===== src/rtl/mem_access_splitter.sv =====
// Splits core byte/half/word loads and stores into right-justified RAM transactions.
// Build option MEM_SPLIT_MISALIGN_EN enables splitting of accesses that cross a 4-byte boundary.
module mem_access_splitter #(
    parameter int ADDR_W         = 32,
    parameter int TIMEOUT_CYCLES = 64
) (
    input  logic              ramclk,
    input  logic              rst,
    input  logic              req_valid,
    output logic              req_ready,
    input  logic              req_write,
    input  logic [ADDR_W-1:0] req_addr,
    input  logic [ADDR_W-1:0] req_wdata,
    input  logic [1:0]        req_size,
    input  logic              req_unsigned,
    output logic              resp_valid,
    output logic [ADDR_W-1:0] resp_rdata,
    output logic              resp_err,
    output logic [ADDR_W-1:0] mem_io_addr,
    output logic              mem_io_read,
    output logic              mem_io_write,
    output logic [ADDR_W-1:0] mem_io_wdata,
    output logic [1:0]        io_byte_size,
    input  logic [ADDR_W-1:0] mem_io_rdata,
    input  logic              mem_io_ready
);

    localparam int TW = (TIMEOUT_CYCLES > 1) ? $clog2(TIMEOUT_CYCLES) : 1;

`ifdef MEM_SPLIT_MISALIGN_EN
    typedef enum logic [2:0] {IDLE, ACC1, GAP, ACC2, RESP} state_t;
`else
    typedef enum logic [1:0] {IDLE, ACC1, RESP} state_t;
`endif

    state_t            state_q, state_d;
    logic              write_q, write_d;
    logic              uns_q, uns_d;
    logic [2:0]        n_q, n_d;
    logic [2:0]        n1_q, n1_d;
    logic [TW-1:0]     tcnt_q, tcnt_d;
    logic              rd_q, rd_d;
    logic              wr_q, wr_d;
    logic [ADDR_W-1:0] maddr_q, maddr_d;
    logic [ADDR_W-1:0] mwdata_q, mwdata_d;
    logic [1:0]        msize_q, msize_d;
    logic              rvalid_q, rvalid_d;
    logic              rerr_q, rerr_d;
    logic [ADDR_W-1:0] rdata_q, rdata_d;
`ifdef MEM_SPLIT_MISALIGN_EN
    logic [ADDR_W-1:0] addr_q, addr_d;
    logic [ADDR_W-1:0] wdata_q, wdata_d;
    logic [ADDR_W-1:0] merge_q, merge_d;
    logic [2:0]        n2;
`endif

    logic [2:0]        n_req, room, n1_req;
    logic              reject, timeout;
    logic [ADDR_W-1:0] acc_m;

    function automatic logic [ADDR_W-1:0] keep_bytes(input logic [ADDR_W-1:0] v, input logic [2:0] k);
        logic [ADDR_W-1:0] r;
        r = '0;
        for (int unsigned b = 0; b < 4; b++) begin
            if (b < 32'(k)) r[8*b +: 8] = v[8*b +: 8];
        end
        return r;
    endfunction

    function automatic logic [ADDR_W-1:0] extend(input logic [ADDR_W-1:0] m, input logic [2:0] n, input logic u);
        logic [ADDR_W-1:0] r;
        r = m;
        case (n)
            3'd1:    r = {{(ADDR_W-8){~u & m[7]}}, m[7:0]};
            3'd2:    r = {{(ADDR_W-16){~u & m[15]}}, m[15:0]};
            default: r = m;
        endcase
        return r;
    endfunction

    always_comb begin
        case (req_size)
            2'd0:    n_req = 3'd1;
            2'd1:    n_req = 3'd2;
            2'd2:    n_req = 3'd4;
            default: n_req = 3'd0;
        endcase
        room   = 3'd4 - {1'b0, req_addr[1:0]};
        n1_req = (n_req < room) ? n_req : room;
    end

`ifdef MEM_SPLIT_MISALIGN_EN
    assign reject = (req_size == 2'd3);
    assign n2     = n_q - n1_q;
`else
    assign reject = (req_size == 2'd3) || (n_req > room);
`endif

    assign timeout = (TIMEOUT_CYCLES != 0) && (tcnt_q == TW'(TIMEOUT_CYCLES - 1));

    always_comb begin
        state_d  = state_q;
        write_d  = write_q;
        uns_d    = uns_q;
        n_d      = n_q;
        n1_d     = n1_q;
        tcnt_d   = tcnt_q;
        rd_d     = rd_q;
        wr_d     = wr_q;
        maddr_d  = maddr_q;
        mwdata_d = mwdata_q;
        msize_d  = msize_q;
        rvalid_d = 1'b0;
        rerr_d   = 1'b0;
        rdata_d  = '0;
        acc_m    = '0;
`ifdef MEM_SPLIT_MISALIGN_EN
        addr_d   = addr_q;
        wdata_d  = wdata_q;
        merge_d  = merge_q;
`endif
        case (state_q)
            IDLE: begin
                if (req_valid) begin
                    write_d = req_write;
                    uns_d   = req_unsigned;
                    n_d     = n_req;
                    n1_d    = n1_req;
                    tcnt_d  = '0;
`ifdef MEM_SPLIT_MISALIGN_EN
                    addr_d  = req_addr;
                    wdata_d = req_wdata;
                    merge_d = '0;
`endif
                    if (reject) begin
                        state_d  = RESP;
                        rvalid_d = 1'b1;
                        rerr_d   = 1'b1;
                    end else begin
                        state_d  = ACC1;
                        rd_d     = ~req_write;
                        wr_d     = req_write;
                        maddr_d  = req_addr;
                        msize_d  = n1_req[1:0];
                        mwdata_d = keep_bytes(req_wdata, n1_req);
                    end
                end
            end
            ACC1: begin
                if (mem_io_ready) begin
                    rd_d  = 1'b0;
                    wr_d  = 1'b0;
                    acc_m = keep_bytes(mem_io_rdata, n1_q);
`ifdef MEM_SPLIT_MISALIGN_EN
                    merge_d = acc_m;
                    if (n2 != 3'd0) begin
                        state_d = GAP;
                    end else
`endif
                    begin
                        state_d  = RESP;
                        rvalid_d = 1'b1;
                        rdata_d  = write_q ? '0 : extend(acc_m, n_q, uns_q);
                    end
                end else if (timeout) begin
                    rd_d     = 1'b0;
                    wr_d     = 1'b0;
                    state_d  = RESP;
                    rvalid_d = 1'b1;
                    rerr_d   = 1'b1;
                end else begin
                    tcnt_d = tcnt_q + 1'b1;
                end
            end
`ifdef MEM_SPLIT_MISALIGN_EN
            GAP: begin
                // Strobes stay low here so the RAM sees the second half as a new request.
                state_d  = ACC2;
                tcnt_d   = '0;
                rd_d     = ~write_q;
                wr_d     = write_q;
                maddr_d  = addr_q + ADDR_W'(n1_q);
                msize_d  = n2[1:0];
                mwdata_d = keep_bytes(wdata_q >> (8 * n1_q), n2);
            end
            ACC2: begin
                if (mem_io_ready) begin
                    rd_d     = 1'b0;
                    wr_d     = 1'b0;
                    acc_m    = merge_q | (keep_bytes(mem_io_rdata, n2) << (8 * n1_q));
                    state_d  = RESP;
                    rvalid_d = 1'b1;
                    rdata_d  = write_q ? '0 : extend(acc_m, n_q, uns_q);
                end else if (timeout) begin
                    rd_d     = 1'b0;
                    wr_d     = 1'b0;
                    state_d  = RESP;
                    rvalid_d = 1'b1;
                    rerr_d   = 1'b1;
                end else begin
                    tcnt_d = tcnt_q + 1'b1;
                end
            end
`endif
            RESP: state_d = IDLE;
            default: state_d = IDLE;
        endcase
    end

    always_ff @(posedge ramclk or negedge rst) begin
        if (!rst) begin
            state_q  <= IDLE;
            write_q  <= 1'b0;
            uns_q    <= 1'b0;
            n_q      <= '0;
            n1_q     <= '0;
            tcnt_q   <= '0;
            rd_q     <= 1'b0;
            wr_q     <= 1'b0;
            maddr_q  <= '0;
            mwdata_q <= '0;
            msize_q  <= '0;
            rvalid_q <= 1'b0;
            rerr_q   <= 1'b0;
            rdata_q  <= '0;
`ifdef MEM_SPLIT_MISALIGN_EN
            addr_q   <= '0;
            wdata_q  <= '0;
            merge_q  <= '0;
`endif
        end else begin
            state_q  <= state_d;
            write_q  <= write_d;
            uns_q    <= uns_d;
            n_q      <= n_d;
            n1_q     <= n1_d;
            tcnt_q   <= tcnt_d;
            rd_q     <= rd_d;
            wr_q     <= wr_d;
            maddr_q  <= maddr_d;
            mwdata_q <= mwdata_d;
            msize_q  <= msize_d;
            rvalid_q <= rvalid_d;
            rerr_q   <= rerr_d;
            rdata_q  <= rdata_d;
`ifdef MEM_SPLIT_MISALIGN_EN
            addr_q   <= addr_d;
            wdata_q  <= wdata_d;
            merge_q  <= merge_d;
`endif
        end
    end

    assign req_ready    = (state_q == IDLE);
    assign resp_valid   = rvalid_q;
    assign resp_rdata   = rdata_q;
    assign resp_err     = rerr_q;
    assign mem_io_addr  = maddr_q;
    assign mem_io_read  = rd_q;
    assign mem_io_write = wr_q;
    assign mem_io_wdata = mwdata_q;
    assign io_byte_size = msize_q;

endmodule


===== config.mk =====
export PLATFORM = sky130hd
export DESIGN_NAME = mem_access_splitter
export DESIGN_NICKNAME = d
export VERILOG_FILES = /design/src/rtl/mem_access_splitter.sv
export SDC_FILE = /design/constraint.sdc
export NUM_CORES = 1
export LEC_CHECK = 0
export ABC_AREA = 1
export BUFFER_PORTS_ARGS = -buffer_cell sky130_fd_sc_hd__buf_2
export CORE_MARGIN = 5
export CORE_UTILIZATION = 27
export DETAILED_ROUTE_END_ITERATION = 7
export PLACE_DENSITY = 0.58
export RECOVER_POWER = 100
export SYNTH_ARGS = -nofsm -noshare
export SYNTH_HDL_FRONTEND = slang
export SYNTH_SLANG_ARGS = --single-unit

===== constraint.sdc =====
create_clock -name ramclk -period 4.3 [get_ports ramclk]
set_input_delay 0.215 -clock ramclk [delete_from_list [all_inputs] [get_ports ramclk]]
set_output_delay 0.215 -clock ramclk [all_outputs]
set_load 0.02 [all_outputs]

## After elaboration in Yosys (flattened, before gate mapping)

Index checks and enable logic that the tools add are counted.

- Flip-flop bits (word level): 118
- Latch bits: 0
- Bits in writable memories: 0
- Bits in read-only memories: 0
- Memories: 0

- Add/subtract/negate cells: 2
- $mul: 0
- Div/mod/pow operators: 0
- $lt $le $gt $ge: 10
- Eq/ne operators: 12
- Shifts and indexed selects: 0
- Multiplexer cells: 42
- Bitwise gates (word level): 5
- Reductions and logical operators: 9

Operators with widths:

| operator | number |
|---|---|
| $mux W32 | 3 |
| $mux W8 | 12 |
| $pmux W32 S2 | 1 |
| $mux W6 | 3 |
| $lt A1 B3 Y1 const A | 4 |
| $lt A2 B3 Y1 const A | 4 |
| $pmux W6 S2 | 1 |
| $mux W1 | 11 |
| $pmux W3 S3 | 1 |
| $mux W2 | 4 |
| $ne A2 B2 Y1 const B | 4 |
| $pmux W1 S2 | 4 |
| $reduce_and A4 Y1 | 2 |
| $add A6 B1 Y6 const B | 1 |
| $eq A6 B6 Y1 const B | 1 |
| $eq A2 B1 Y1 const B | 2 |
| $eq A2 B2 Y1 const B | 2 |
| $logic_not A2 Y1 | 2 |
| $pmux W2 S2 | 1 |
| $reduce_and A2 Y1 | 2 |
| $eq A3 B1 Y1 const B | 1 |
| $eq A3 B2 Y1 const B | 1 |
| $gt A3 B3 Y1 | 1 |
| $lt A3 B3 Y1 | 1 |
| other kinds (8) | 11 |

## Logic depth before layout (Yosys ltp)

Gate-level depths: netlist of the first run.

- Depth after elaboration: 9
- Depth in mapped cells: 15
- Depth with buffers taken out: 14

## Worst setup path after synthesis of the first run

No wires, ideal clock.

- Path kind: input to register
- Start point: input req_addr[0]
- End point: register maddr_q[10], in the netlist mem_io_addr[10]
- Data arrival time: 1697 ps
- Required time: 4184 ps
- Slack: 2487 ps
- Stages: 14
- Path buffers: 2
- Cells stage by stage: inv_1 ha_1 inv_1 ha_1 inv_1 nor2_1 nor2_2 nand2_2 nand2_4 nand3_4 buf_4 buf_4 nand2_1 nand2_1

- Word-level cells in the longest chain between the ends: 5

Ends and longest elaborated chain:

| item | line | RTL |
|---|---|---|
| start, declared | 12 | `input logic [ADDR_W-1:0] req_addr,` |
| $sub A3 B2 Y3 | 88 | `room = 3'd4 - {1'b0, req_addr[1:0]};` |
| $gt A3 B3 Y1 | 96 | `assign reject = (req_size == 2'd3) \|\| (n_req > room);` |
| $logic_or A1 B1 Y1 | 96 |  |
| $not A1 Y1 (no line) | - |  |
| $reduce_and A3 Y1 (no line) | - |  |
| end signal, assigned | 240 | `maddr_q <= maddr_d;` |
| end, declared | 44 | `logic [ADDR_W-1:0] maddr_q, maddr_d;` |

Every way passes these cells.
A chain may end at the register's enable or synchronous reset.

## Worst setup path after layout of the first run

- Start point: register state_q[0]
- End point: register maddr_q[0], in the netlist mem_io_addr[0]

- Word-level cells in the longest chain between the ends: 2

Ends and longest elaborated chain:

| item | line | RTL |
|---|---|---|
| start, declared | 36 | `state_t state_q, state_d;` |
| start signal, assigned | 232 | `state_q <= state_d;` |
| $logic_not A2 Y1 | 122 | `case (state_q)` |
| $reduce_and A3 Y1 (no line) | - |  |

Every way passes these cells.

==> results of run 1 <==
==> critical path: cells and delay by family, from the launching register on <==
family,cells,cell delay (ns)
buffers and inverters,2,1.69
DFF,1,0.34
and+or+nand+nor,3,0.64
AOI/OAI and AO/OA,1,0.21
==> logic make-up after synthesis <==
family / count (synthesis)
DFF: 118
adders and majority gates: 5
xor gates and xnor gates: 1
and+or+nand+nor: 297
AOI/OAI and AO/OA: 61
buffers and inverters: 48
==> final timing paths <==
path / cells past startpoint / slack, ns / end
setup reg to reg: 6 / 1.20 / mem_io_addr[0]
hold / removal: 3 / 0.02 / mem_io_addr[5]
hold reg to reg: 2 / 0.47 / mem_io_wdata[3]
max in group asynchronous: 3 / 1.58 / mem_io_addr[14]
setup / recovery: 6 / 1.20 / mem_io_addr[0]
min in group asynchronous: 2 / 0.90 / tcnt_q[1]
==> cells in the mapped netlist (4+ instances only) <==
cell type | count | area share (%)
sky130_fd_sc_hd__a21oi_1 | 29 | 3.0
sky130_fd_sc_hd__buf_2 | 6 | 0.62
sky130_fd_sc_hd__buf_4 | 7 | 1.1
sky130_fd_sc_hd__clkbuf_1 | 4 | 0.31
sky130_fd_sc_hd__dfrtp_1 | 118 | 61
sky130_fd_sc_hd__ha_1 | 5 | 1.3
sky130_fd_sc_hd__inv_1 | 23 | 1.8
sky130_fd_sc_hd__nand2_1 | 210 | 16
sky130_fd_sc_hd__nand3_1 | 24 | 2.5
sky130_fd_sc_hd__nand4_1 | 11 | 1.4
sky130_fd_sc_hd__nor2_1 | 40 | 3.1
sky130_fd_sc_hd__o21ai_0 | 27 | 2.8
==> cells in the final DEF (no fill, tap or decap), drive strengths merged, types with 5 or more instances in the layout <==
master and count:
o21ai 28, nand4 13, nand3 27, ha 5, nand2 213, dlygate4sd3 37
clkinv 5, inv 26, a21oi 29, clkbuf 131, dfrtp 118, nor2 42
buf 103
==> area by class of cell <==
cell class                      count  area (sq um)  area share [%]
Tap cell                          225           282            4.13
Sequential cell                   118          2950            43.3
Clock buffer                       25           495            7.27
Multi-Input combinational cell    364          1620            23.8
Timing Repair Buffer              246          1290            18.9
Inverter                           29           109            1.60
Clock inverter                      4          70.1            1.03
==> sequential cells by signal (all words and copies together) (netlist names) <==
register	cells
state_q	2
n1_q	3
mem_io_read	1
write_q	1
io_byte_size	2
tcnt_q	6
mem_io_wdata	32
n_q	3
mem_io_addr	32
uns_q	1
resp_err	1
resp_rdata	32
mem_io_write	1
resp_valid	1
==> power by group through the flow <==
stage	Sequential [W]	Clock [W]	Combinational (W)
floorplan	0.00199	0	0.000689
global placement	0.00164	0	0.00158
detailed placement	0.00164	0	0.00160
CTS	0.00163	0.00142	0.00163
global route	0.00168	0.00147	0.00171
finish	0.00163	0.00138	0.00151
==> stage by stage <==
stage / instance area, sq um / std cells / hold slack [ns] / total power, W
global placement: 6040 / 945 / 0.212 / 0.00322
global route: 6820 / 1011 / 0.00756 / 0.00485
floorplan: 4820 / 530 / -0.0806 / 0.00268
CTS: 6980 / 1011 / 0.000672 / 0.00468
detailed placement: 6040 / 945 / 0.210 / 0.00324
finish: 6820 / 1011 / 0.0229 / 0.00452
==> routing by layer <==
layer | part of all wire [%] | wire length (um) | vias up | GRT usage [%]
met1 | 45 | 6410 | 1934 | 18.4
met5 | 0.21 | 30 | - | 0
met4 | 1.6 | 223 | 4 | 4.46
met2 | 45 | 6370 | 134 | 21.2
li1 | - | - | 2191 | -
met3 | 8.6 | 1220 | 16 | 5.29
==> parameters.txt, run 1 <==
Parameter                              Value

Synth
  Share of synthesized cell area in and, or, nand and nor gates ... 26.0%
  Main combinational cell family by area after synthesis ... simple AND/OR/NAND/NOR gates
  Post-synthesis instance area ... 4820 sq um
  Adder-cell share of the synthesized area ... 1.30%
  Synth warnings ... 0
  Number of synthesized flops with an enable pin ... 0
  Number of register bits inferred by synthesis ... 118
  Post-synth cell types ... 29
  Synth Net Count ... 639
  Synthesized netlist cell count ... 530
  Most common flop cell mapped by yosys ... sky130_fd_sc_hd__dfrtp_1
  Multiplexer area fraction after synthesis ... 0%
  Complex-gate fraction of the synthesized area ... 6.62%
  Share of synthesized flip-flops with an asynchronous set or reset ... 100%
  Synthesized area divided by synthesized cell count ... 9.09 sq um
  XOR/XNOR share of the synthesized area ... 0.182%
  Sequential area share after synthesis ... 61.3%

Setup path
  CP cell instances ... nor2_1 -> nand2_1 -> clkinv_1 -> nand3_4 -> clkbuf_2 -> o21ai_0
  Element type at the critical path end ... register
  Reg2reg start ... state_q[0]
  Worst Path Class, Setup ... register to register
  Endpoint required time on the critical path ... 4.52 ns
  Slowest Stage Delay on Critical Path ... 1.11 ns
  Slowest cell on the critical path ... sky130_fd_sc_hd__clkbuf_2
  Worst EP arrival ... 3.31 ns
  CP startpoint kind ... register
  Worst-path fanout max ... 77
  Worst Setup SP ... state_q[0]

Floorplanning
  Effective utilization at floorplan ... 27.7%
  Standard-cell row count ... 48
  Core area ... 17400 sq um
  Area of the die ... 20600 sq um
  IO Count ... 207
  Vertical die dimension ... 144 um
  Die extent in x ... 144 um

Timing
  Post-route worst setup slack ... 1.20 ns
  Final slew viol count ... 37
  Total negative slack for setup checks ... 0 ns
  Share of the clock period used by the worst path ... 72.0%
  Unrepaired setup endpoints after global routing ... no
  Tightest Pin Transition ... 1.95 ns
  Normalized max-slew margin ... -30.2%
  Highest clock rate ... 323 MHz
  Final period demand of the worst path ... 3.10 ns
  Total setup violations reported at the end of the flow ... 0
  Final hold violations ... 0
  Clk_skew ... 0.00820 ns

Detailed routing
  Count of unresolved DRC violations after routing ... 0
  Final antenna-violating net count ... 0
  DR iter-0 viols ... 198
  Routed Wire Length ... 14.3 mm
  Initial DRT Pass Iterations ... 4
  Detailed-route wire length per cell ... 14.1 um
  Routed vias ... 4279
  Vias per inst ... 4.23

Power
  Sw Pwr ... 0.00176 W
  Static Leakage ... 3.45 nW
  Internal Pwr Total ... 0.00277 W
  Clock share of power ... 30.5%
  Relative contribution of sequential cells to total power ... 36.1%
  Proportion of total power due to net switching ... 38.8%
  Peak supply drop ... 268 uV
  Share of total power in combinational logic ... 33.4%
  Power per cell area ... 664 nW/um^2

GRT
  Combined global-route utilization of all metal layers ... 13.9%
  Via count of the first global-routing pass ... 4292
  Pin count of the biggest net entering global routing ... 78
  Number of antenna violations at the first check in global routing ... 2
  Wire length of the first global-routing pass ... 22.4 mm
  Total gr overflow ... 0

Placed design
  DP Worst Slack ... 1.74 ns
  HPWL reported at the end of detailed placement ... 9.91 mm
  Port Buffers ... 206
  Weighted congestion reported at the end of routability-driven placement ... 0.769

Hold path
  Min-Delay Startpoint ... req_addr[5]
  Path class of the lowest-slack min-delay path ... primary input to register

Finish
  Nets@finish ... 885
  P&R area growth vs syn ... 41.5%
  Ant diodes ... 0
  Filler cell count in the final layout ... 1819
  Layout cell share with drive strength beyond 1 ... 18.1%
  Final standard cell utilization of the core ... 39.1%

Clocking
  Clock-pin slew of the registers on the worst-case setup and hold paths ... 0.06 ns
  TritonCTS clock tree ... done
  Number of buffers inserted to repair setup after CTS ... 0
  Total clock buffers created by CTS ... 17
  Worst-Skew Late Latency ... 0.41 ns
  Hold_buf cts ... 37
  CTS Buffer Depth ... 2
  Root buffer cell ... sky130_fd_sc_hd__clkbuf_16
  CTS H-tree lvls ... 4
  Number of resized instances in the post-cts repair step ... 0
  TritonCTS Sinks ... 118

Run status
  Run status ... finished, violations left
  Violated checks ... max-capacitance violations, max-slew violations

Job
  Number of max-cap violations ... 1
(Power assumes the default switching activity.)
==> inputs of run 2 (changes only) <==
Settings changed: ABC_AREA 1 to 0.
Clock period 4.3 ns to 2.9 ns, I/O delays scaled along.
==> run 2 against run 1 <==
Compared with the run above:
- wire length shrank 2.0%
- setup slack got worse by 0.90 ns
- critical path type is now primary input to register
- sequential cell count unchanged
- largest power group unchanged
- highest routed layer is now met4
- count of clock-buffer cells in the layout shrank 3
- core utilization up 4.2 points
- critical endpoint is now mem_io_addr[2]
- the flow now finishes without violations
- global-route usage decreased by 0.082 points
- register-to-register slack got worse by 0.77 ns
- clock skew shrank 0.0015 ns
==> parameters.txt, run 2 <==
Parameter                              Value

Run status
  Run status ... finished, final reports clean

Clocking
  TritonCTS clock tree ... done
  Root buffer cell ... sky130_fd_sc_hd__clkbuf_16
  CTS Buffer Depth ... 2 (unchanged)
  Number of buffers inserted to repair setup after CTS ... 0 (unchanged)
  CTS H-tree lvls ... 4 (unchanged)
  Total clock buffers created by CTS ... 17 (unchanged)
  Worst-Skew Late Latency ... 0.40 ns (about the same)
  Clock-pin slew of the registers on the worst-case setup and hold paths ... 0.05 ns (about the same)
  TritonCTS Sinks ... 118 (unchanged)

Hold path
  Hold-critical path endpoint ... mem_io_wdata[31]
  Min-Delay Startpoint ... req_wdata[31]
  Worst hold stages ... 3 (unchanged)
  Path class of the lowest-slack min-delay path ... primary input to register

Synth
  Sequential area share after synthesis ... 61.8% (+0.51 points)
  XOR/XNOR share of the synthesized area ... 0.183% (+0.0015 points)
  Top cells by instance count after synthesis ... sky130_fd_sc_hd__dfrtp_1 (118), sky130_fd_sc_hd__nand2_1 (90), sky130_fd_sc_hd__o21ai_0 (32)
  Share of synthesized cell area in and, or, nand and nor gates ... 12.4% (-14 points)
  Cell type with the largest total area after synthesis ... sky130_fd_sc_hd__dfrtp_1
  Main combinational cell family by area after synthesis ... simple AND/OR/NAND/NOR gates
  Synth warnings ... 0 (unchanged)
  Complex-gate fraction of the synthesized area ... 11.8% (+5.2 points)
  Synthesized netlist cell count ... 419 (-21%)
  Multiplexer area fraction after synthesis ... 8.96% (+9.0 points)
  Synth Net Count ... 528 (-17%)
  Dominant cells by area after synthesis ... sky130_fd_sc_hd__dfrtp_1 (62%), sky130_fd_sc_hd__nand2_1 (7.1%), sky130_fd_sc_hd__mux2_1 (6.1%), sky130_fd_sc_hd__o21ai_0 (3.4%), sky130_fd_sc_hd__mux2_2 (2.8%)
  Number of synthesized flops with an enable pin ... 0 (unchanged)
  Post-synth cell types ... 44 (+52%)
  Synthesized area divided by synthesized cell count ... 11.4 sq um (+25%)
  Count leader, synth ... sky130_fd_sc_hd__dfrtp_1
  Post-synthesis instance area ... 4780 sq um (-0.83%)
  Adder-cell share of the synthesized area ... 1.31% (+0.011 points)
  Proportion of netlist area held by the largest area contributor ... 61.8% (+0.51 points)
  Number of register bits inferred by synthesis ... 118 (unchanged)
  Share of synthesized flip-flops with an asynchronous set or reset ... 100% (unchanged)
  Most common flop cell mapped by yosys ... sky130_fd_sc_hd__dfrtp_1

Placed design
  HPWL reported at the end of detailed placement ... 9.57 mm (-3.4%)
  Weighted congestion reported at the end of routability-driven placement ... 0.756 (-1.7%)
  Port Buffers ... 206 (unchanged)
  Area of placed instances ... 6150 sq um (+1.8%)

Detailed routing
  Detailed-route wire length per cell ... 14.4 um (+2.1%)
  Count of unresolved DRC violations after routing ... 0 (unchanged)
  DR iter-0 viols ... 122 (-38%)
  Vias per inst ... 4.24 (+0.18%)
  Top routing layer in use ... met4
  Met1 Routed Length ... 5.99 mm (-6.6%)
  Initial DRT Pass Iterations ... 4 (unchanged)
  Routed Wire Length ... 14.0 mm (-2.0%)
  Met3 WL post-DR ... 1.12 mm (-8.5%)
  Routed vias ... 4117 (-3.8%)
  Wire length on met2 ... 6.73 mm (+5.6%)
  Final antenna-violating net count ... 0 (unchanged)

Floorplanning
  Standard-cell row count ... 48 (unchanged)
  Area of the die ... 20500 sq um (-0.77%)
  Vertical die dimension ... 143 um (-0.39%)
  Die extent in x ... 143 um (-0.39%)
  Effective utilization at floorplan ... 27.5% (-0.13 points)
  IO Count ... 207 (unchanged)
  Core area ... 17400 sq um (-0.35%)

Timing
  Clk_skew ... 0.00666 ns (-0.00154 ns)
  Tightest Pin Transition ... 1.19 ns (-0.763 ns)
  Final slew viol count ... 0 (-100%)
  Hold_ws ... 0.0293 ns (+0.00644 ns)
  Share of the clock period used by the worst path ... 89.4%
  Total setup violations reported at the end of the flow ... 0 (unchanged)
  Highest clock rate ... 386 MHz
  Final hold violations ... 0 (unchanged)
  Total negative slack for setup checks ... 0 ns (unchanged)
  Final period demand of the worst path ... 2.59 ns
  Unrepaired setup endpoints after global routing ... no
  Normalized max-slew margin ... 20.7% (+51 points)

Setup path
  End of the worst register-to-register path ... resp_rdata[16]
  Reg2reg start ... n1_q[2]
  Endpoint required time on the critical path ... 3.18 ns (-1.34 ns)
  Worst Path Class, Setup ... primary input to register
  Worst reg2reg setup slack ... 0.43 ns (-0.77 ns)
  Worst-path fanout max ... 11 (-86%)
  Worst EP arrival ... 2.87 ns (-0.44 ns)
  CP startpoint kind ... primary input
  Element type at the critical path end ... register
  Worst Reg-to-Reg Cells ... 6 (unchanged)

Power
  Power per cell area ... 850 nW/um^2 (+28%)
  Peak supply drop ... 503 uV (+87%)
  Static Leakage ... 3.42 nW (-0.90%)

Finish
  Layout cell share with drive strength beyond 1 ... 21.1% (+3.0 points)
  Top library cells by usage in the layout, fill and taps aside ... sky130_fd_sc_hd__dfrtp_1 (118), sky130_fd_sc_hd__clkbuf_1 (113), sky130_fd_sc_hd__buf_2 (102)
  Final cell area excluding filler cells ... 7520 sq um (+10%)
  P&R area growth vs syn ... 57.4%
  Nets@finish ... 842 (-4.9%)
  Commonest non-fill, non-tap cell in the layout ... sky130_fd_sc_hd__dfrtp_1

GRT
  Combined global-route utilization of all metal layers ... 13.8% (-0.082 points)
  Total gr overflow ... 0 (unchanged)
  Number of antenna violations at the first check in global routing ... 0 (-2)
  Wire length of the first global-routing pass ... 22.1 mm (-1.2%)
  Via count of the first global-routing pass ... 4323 (+0.72%)
  Pin count of the biggest net entering global routing ... 59 (-24%)

Job
  Number of max-cap violations ... 0 (-1)
## run 2: cell count changes in the layout (fill, tap and decap cells not counted), sizes merged, moves of 13 or more
cell,previous run,this run
dlygate4sd3,37,96
mux2,0,38
nand2,213,90
nand3,27,7
nand4,13,0
nor2,42,8
## run 2: how the worst max path moves through the flow
stage,from,to,slack (ns),depth (start not counted)
CTS,req_addr[1],mem_io_addr[25],0.41,11
floorplan,req_size[1],mem_io_addr[2],0.97,6
global placement,req_addr[0],mem_io_addr[6],0.52,10
detailed placement,req_addr[0],mem_io_addr[6],0.48,10
finish,req_addr[1],mem_io_addr[2],0.31,11
global route,n1_q[2],resp_rdata[16],0.20,6
## run 2: area by class of cell
type / count / area [sq um]
tap: 225 / 282
clock inverter: 9 / 175
antenna: 1 / 2.50
timing repair buffer: 316 / 1980
sequential: 118 / 2950
fill: 1681 / 9840
multi-input combinational: 264 / 1620
inverter: 16 / 60.1
clock buffer: 22 / 454
## run 2: logic make-up after synthesis
logic type               count (synthesis)
AND/OR/NAND/NOR                        131
flip-flops                             118
AO/OA/AOI/OAI                           89
multiplexers                            38
buffers and inverters                   37
adder cells (fa/ha/maj)                  5
XOR/XNOR                                 1
## run 2: power by group
group / switching [W] / internal, W
Sequential: 0.000241 / 0.00209
Clock: 0.000718 / 0.00154
Combinational: 0.00117 / 0.000632
Total: 0.00213 / 0.00426
## run 2: timing repair
item | in CTS | in global routing
gates resized for setup | 0 | 0
hold buffers | 96 | 0
hold endpoints to repair | 133 | 0
## run 2: metal layers
metal	up-vias	track usage (%)
met5	-	0
met1	1919	16.9
met2	146	23.1
met3	12	4.45
met4	0	4.85
li1	2040	-
## run 2: critical path, stage by stage
cell and delay, ns:
sky130_fd_sc_hd__dlygate4sd3_1 0.53, sky130_fd_sc_hd__buf_2 0.12, sky130_fd_sc_hd__inv_1 0.06, sky130_fd_sc_hd__ha_1 0.16, sky130_fd_sc_hd__inv_1 0.05, sky130_fd_sc_hd__ha_1 0.33, sky130_fd_sc_hd__nor2b_1 0.16, sky130_fd_sc_hd__o21ai_1 0.27
sky130_fd_sc_hd__o2111ai_4 0.32, sky130_fd_sc_hd__clkbuf_2 0.34, sky130_fd_sc_hd__mux2_1 0.37
## run 2: stage by stage
stage	std cells	setup WS (ns)	total power [W]	utilization, %
2_1_floorplan	419	0.972	0.00347	-
3_3_place_gp	843	0.524	0.00421	35.4
3_5_place_dp	843	0.479	0.00423	35.4
4_1_cts	970	0.406	0.00662	44.6
5_1_grt	970	0.197	0.00675	43.3
6_report	971	0.308	0.00639	43.3
==> inputs of run 3 (changes only) <==
Settings changed: CELL_PAD_IN_SITES_DETAIL_PLACEMENT set to 2, CELL_PAD_IN_SITES_GLOBAL_PLACEMENT set to 2, CORE_UTILIZATION 27 to 28, PLACE_DENSITY 0.58 to 0.86.
==> run 3 against run 2 <==
Compared with the run above:
- sequential cell count stayed put
- die area fell by 3.3%
- combinational power increased by 5%
- critical path depth fell by 1
- first-iteration DRC count fell by 24%
- sequential power up 3%
- total power is 3.3% higher
- clock skew rose by 0.0091 ns
- count of clock-buffer cells in the layout shrank 4
- sequential share of layout area increased by 0.43 points
==> parameters.txt, run 3 (synthesized netlist as in run 2, its figures left out) <==
Parameter                              Value

Floorplanning
  Die extent in x ... 141 um (-1.7%)
  Standard-cell row count ... 47 (-2.1%)
  Effective utilization at floorplan ... 28.7% (+1.2 points)
  Core area ... 16600 sq um (-4.1%)
  IO Count ... 207 (unchanged)
  Area of the die ... 19800 sq um (-3.3%)
  Vertical die dimension ... 141 um (-1.7%)

Clocking
  Clock-pin slew of the registers on the worst-case setup and hold paths ... 0.06 ns (about the same)
  CTS H-tree lvls ... 4 (unchanged)
  Root buffer cell ... sky130_fd_sc_hd__clkbuf_16
  Total clock buffers created by CTS ... 17 (unchanged)
  CTS Buffer Depth ... 2 (unchanged)
  Number of resized instances in the post-cts repair step ... 0 (unchanged)
  TritonCTS Sinks ... 118 (unchanged)
  Worst-Skew Late Latency ... 0.42 ns (+0.02 ns)
  TritonCTS clock tree ... done

Setup path
  Slowest Stage Delay on Critical Path ... 0.44 ns (-0.09 ns)
  CP startpoint kind ... primary input
  Worst EP arrival ... 2.65 ns (-0.22 ns)
  Worst-path fanout max ... 42 (+31)
  Worst Path Class, Setup ... primary input to register
  Element type at the critical path end ... register
  Endpoint required time on the critical path ... 3.18 ns (about the same)
  Slowest cell on the critical path ... sky130_fd_sc_hd__o2111ai_4
  CP cell instances ... clkbuf_1 -> inv_1 -> ha_1 -> inv_1 -> ha_1 -> nor2b_1 -> o21ai_0 -> o2111ai_4 -> buf_12 -> mux2_1

Timing
  Total setup violations reported at the end of the flow ... 0 (unchanged)
  Normalized max-slew margin ... 22.8% (+2.1 points)
  Final hold violations ... 0 (unchanged)
  Hold_ws ... 0.000177 ns (-0.0292 ns)
  Clk_skew ... 0.0158 ns (+0.00910 ns)
  Unrepaired setup endpoints after global routing ... no
  Final slew viol count ... 0 (unchanged)
  Total negative slack for setup checks ... 0 ns (unchanged)
  Highest clock rate ... 421 MHz (+9.0%)
  Share of the clock period used by the worst path ... 82.0% (-7.4 points)
  Final period demand of the worst path ... 2.38 ns (-0.214 ns)
  Tightest Pin Transition ... 1.15 ns (-0.0437 ns)

GRT
  Wire length of the first global-routing pass ... 29.0 mm (+31%)
  Combined global-route utilization of all metal layers ... 18.9% (+5.1 points)
  Total gr overflow ... 0 (unchanged)
  Via count of the first global-routing pass ... 5219 (+21%)
  Pin count of the biggest net entering global routing ... 80 (+36%)
  Number of antenna violations at the first check in global routing ... 2 (+2)

Finish
  Top library cells by usage in the layout, fill and taps aside ... sky130_fd_sc_hd__dfrtp_1 (118), sky130_fd_sc_hd__clkbuf_1 (106), sky130_fd_sc_hd__buf_2 (101)
  Layout cell share with drive strength beyond 1 ... 21.3% (+0.18 points)
  Filler cell count in the final layout ... 1789 (+6.4%)
  P&R area growth vs syn ... 55.7%
  Commonest non-fill, non-tap cell in the layout ... sky130_fd_sc_hd__dfrtp_1
  Nets@finish ... 830 (-1.4%)

Detailed routing
  Initial DRT Pass Iterations ... 4 (unchanged)
  Routed vias ... 4384 (+6.5%)
  Detailed-route wire length per cell ... 19.5 um (+35%)
  Final antenna-violating net count ... 0 (unchanged)
  Routed Wire Length ... 18.6 mm (+33%)
  Vias per inst ... 4.59 (+8.3%)
  DR iter-0 viols ... 93 (-24%)
  Count of unresolved DRC violations after routing ... 0 (unchanged)

Placed design
  Port Buffers ... 206 (unchanged)
  Weighted congestion reported at the end of routability-driven placement ... 0.757 (+0.20%)
  HPWL reported at the end of detailed placement ... 11.4 mm (+19%)

Hold path
  Path class of the lowest-slack min-delay path ... primary input to register

Run status
  Run status ... finished, final reports clean

Job
  Number of max-cap violations ... 0 (unchanged)

Power
  Static Leakage ... 3.39 nW (-0.93%)
  Peak supply drop ... 397 uV (-21%)
  Power per cell area ... 887 nW/um^2 (+4.4%)
==> run 3: cell count changes in the layout (fill, tap and decap cells not counted), moves of 3 or more <==
cell,previous run,this run
sky130_fd_sc_hd__clkbuf_1,113,106
sky130_fd_sc_hd__dlygate4sd3_1,96,91
sky130_fd_sc_hd__clkbuf_2,3,0
sky130_fd_sc_hd__clkinv_2,2,5
==> run 3: area by class of cell <==
class	count	area, sq um	share of cell area, %
diodes	1	2.50	0.0336
clock buffers	18	439	5.90
clock inverters	14	206	2.78
inverters	16	60.1	0.807
multi-input cells	264	1620	21.7
flip-flops and latches	118	2950	39.7
well taps	220	275	3.70
repair buffers	304	1880	25.3
==> run 3: metal layers <==
metal | up-vias | GRT usage (%) | wire (um) | part of all wire, %
met4 | 2 | 7.39 | 427 | 2.3
met3 | 30 | 4.30 | 780 | 4.2
met5 | - | 0 | 20 | 0.11
met2 | 120 | 37.3 | 10800 | 58
li1 | 2020 | - | - | -
met1 | 2212 | 19.1 | 6580 | 35
==> run 3: repair_timing <==
item                      4_1_cts  5_1_grt
hold buffers                   91        0
setup buffers                   0        0
hold endpoints to repair      129        0
==> run 3: critical path, delay by kind of cell <==
family	cells	cell delay [ns]
adder cells (fa/ha/maj)	2	0.51
buffers and inverters	4	0.64
multiplexers	1	0.39
AND/OR/NAND/NOR	1	0.16
AO/OA/AOI/OAI	2	0.79
==> run 3: path summary, 6_finish.rpt <==
| path | endpoint | slack (ns) | cells past startpoint | start |
|---|---|---|---|---|
| worst max-delay path | mem_io_addr[2] | 0.52 | 10 | req_addr[0] |
| worst min-delay path | mem_io_wdata[14] | 0.0002 | 3 | req_wdata[14] |
| worst max register to register | resp_rdata[21] | 0.65 | 5 | n1_q[2] |
| worst min register to register | mem_io_addr[0] | 0.49 | 2 | mem_io_addr[0] |
| max in group asynchronous | mem_io_addr[14] | 1.09 | 3 | rst |
| min in group asynchronous | mem_io_wdata[29] | 0.25 | 2 | rst |
==> run 3: power by group <==
part / switching (W) / internal, W / total (W) / leakage, nW
registers: 0.000306 / 0.00209 / 0.00240 / 1.54
logic: 0.00126 / 0.000621 / 0.00189 / 1.54
clock network: 0.000776 / 0.00154 / 0.00231 / 0.311
total: 0.00235 / 0.00425 / 0.00660 / 3.39
==> run 3: stage by stage <==
stage                     power, W  setup slack [ns]  instance area (sq um)  cells  util (%)
after floorplan            0.00347             0.972                   4780    419         -
after global placement     0.00416             0.456                   6080    831      36.5
after detailed placement   0.00429             0.338                   6080    831      36.5
after CTS                  0.00674             0.784                   7640    954      45.9
after global routing       0.00694             0.352                   7440    955      44.7
final                      0.00660             0.522                   7440    955      44.7
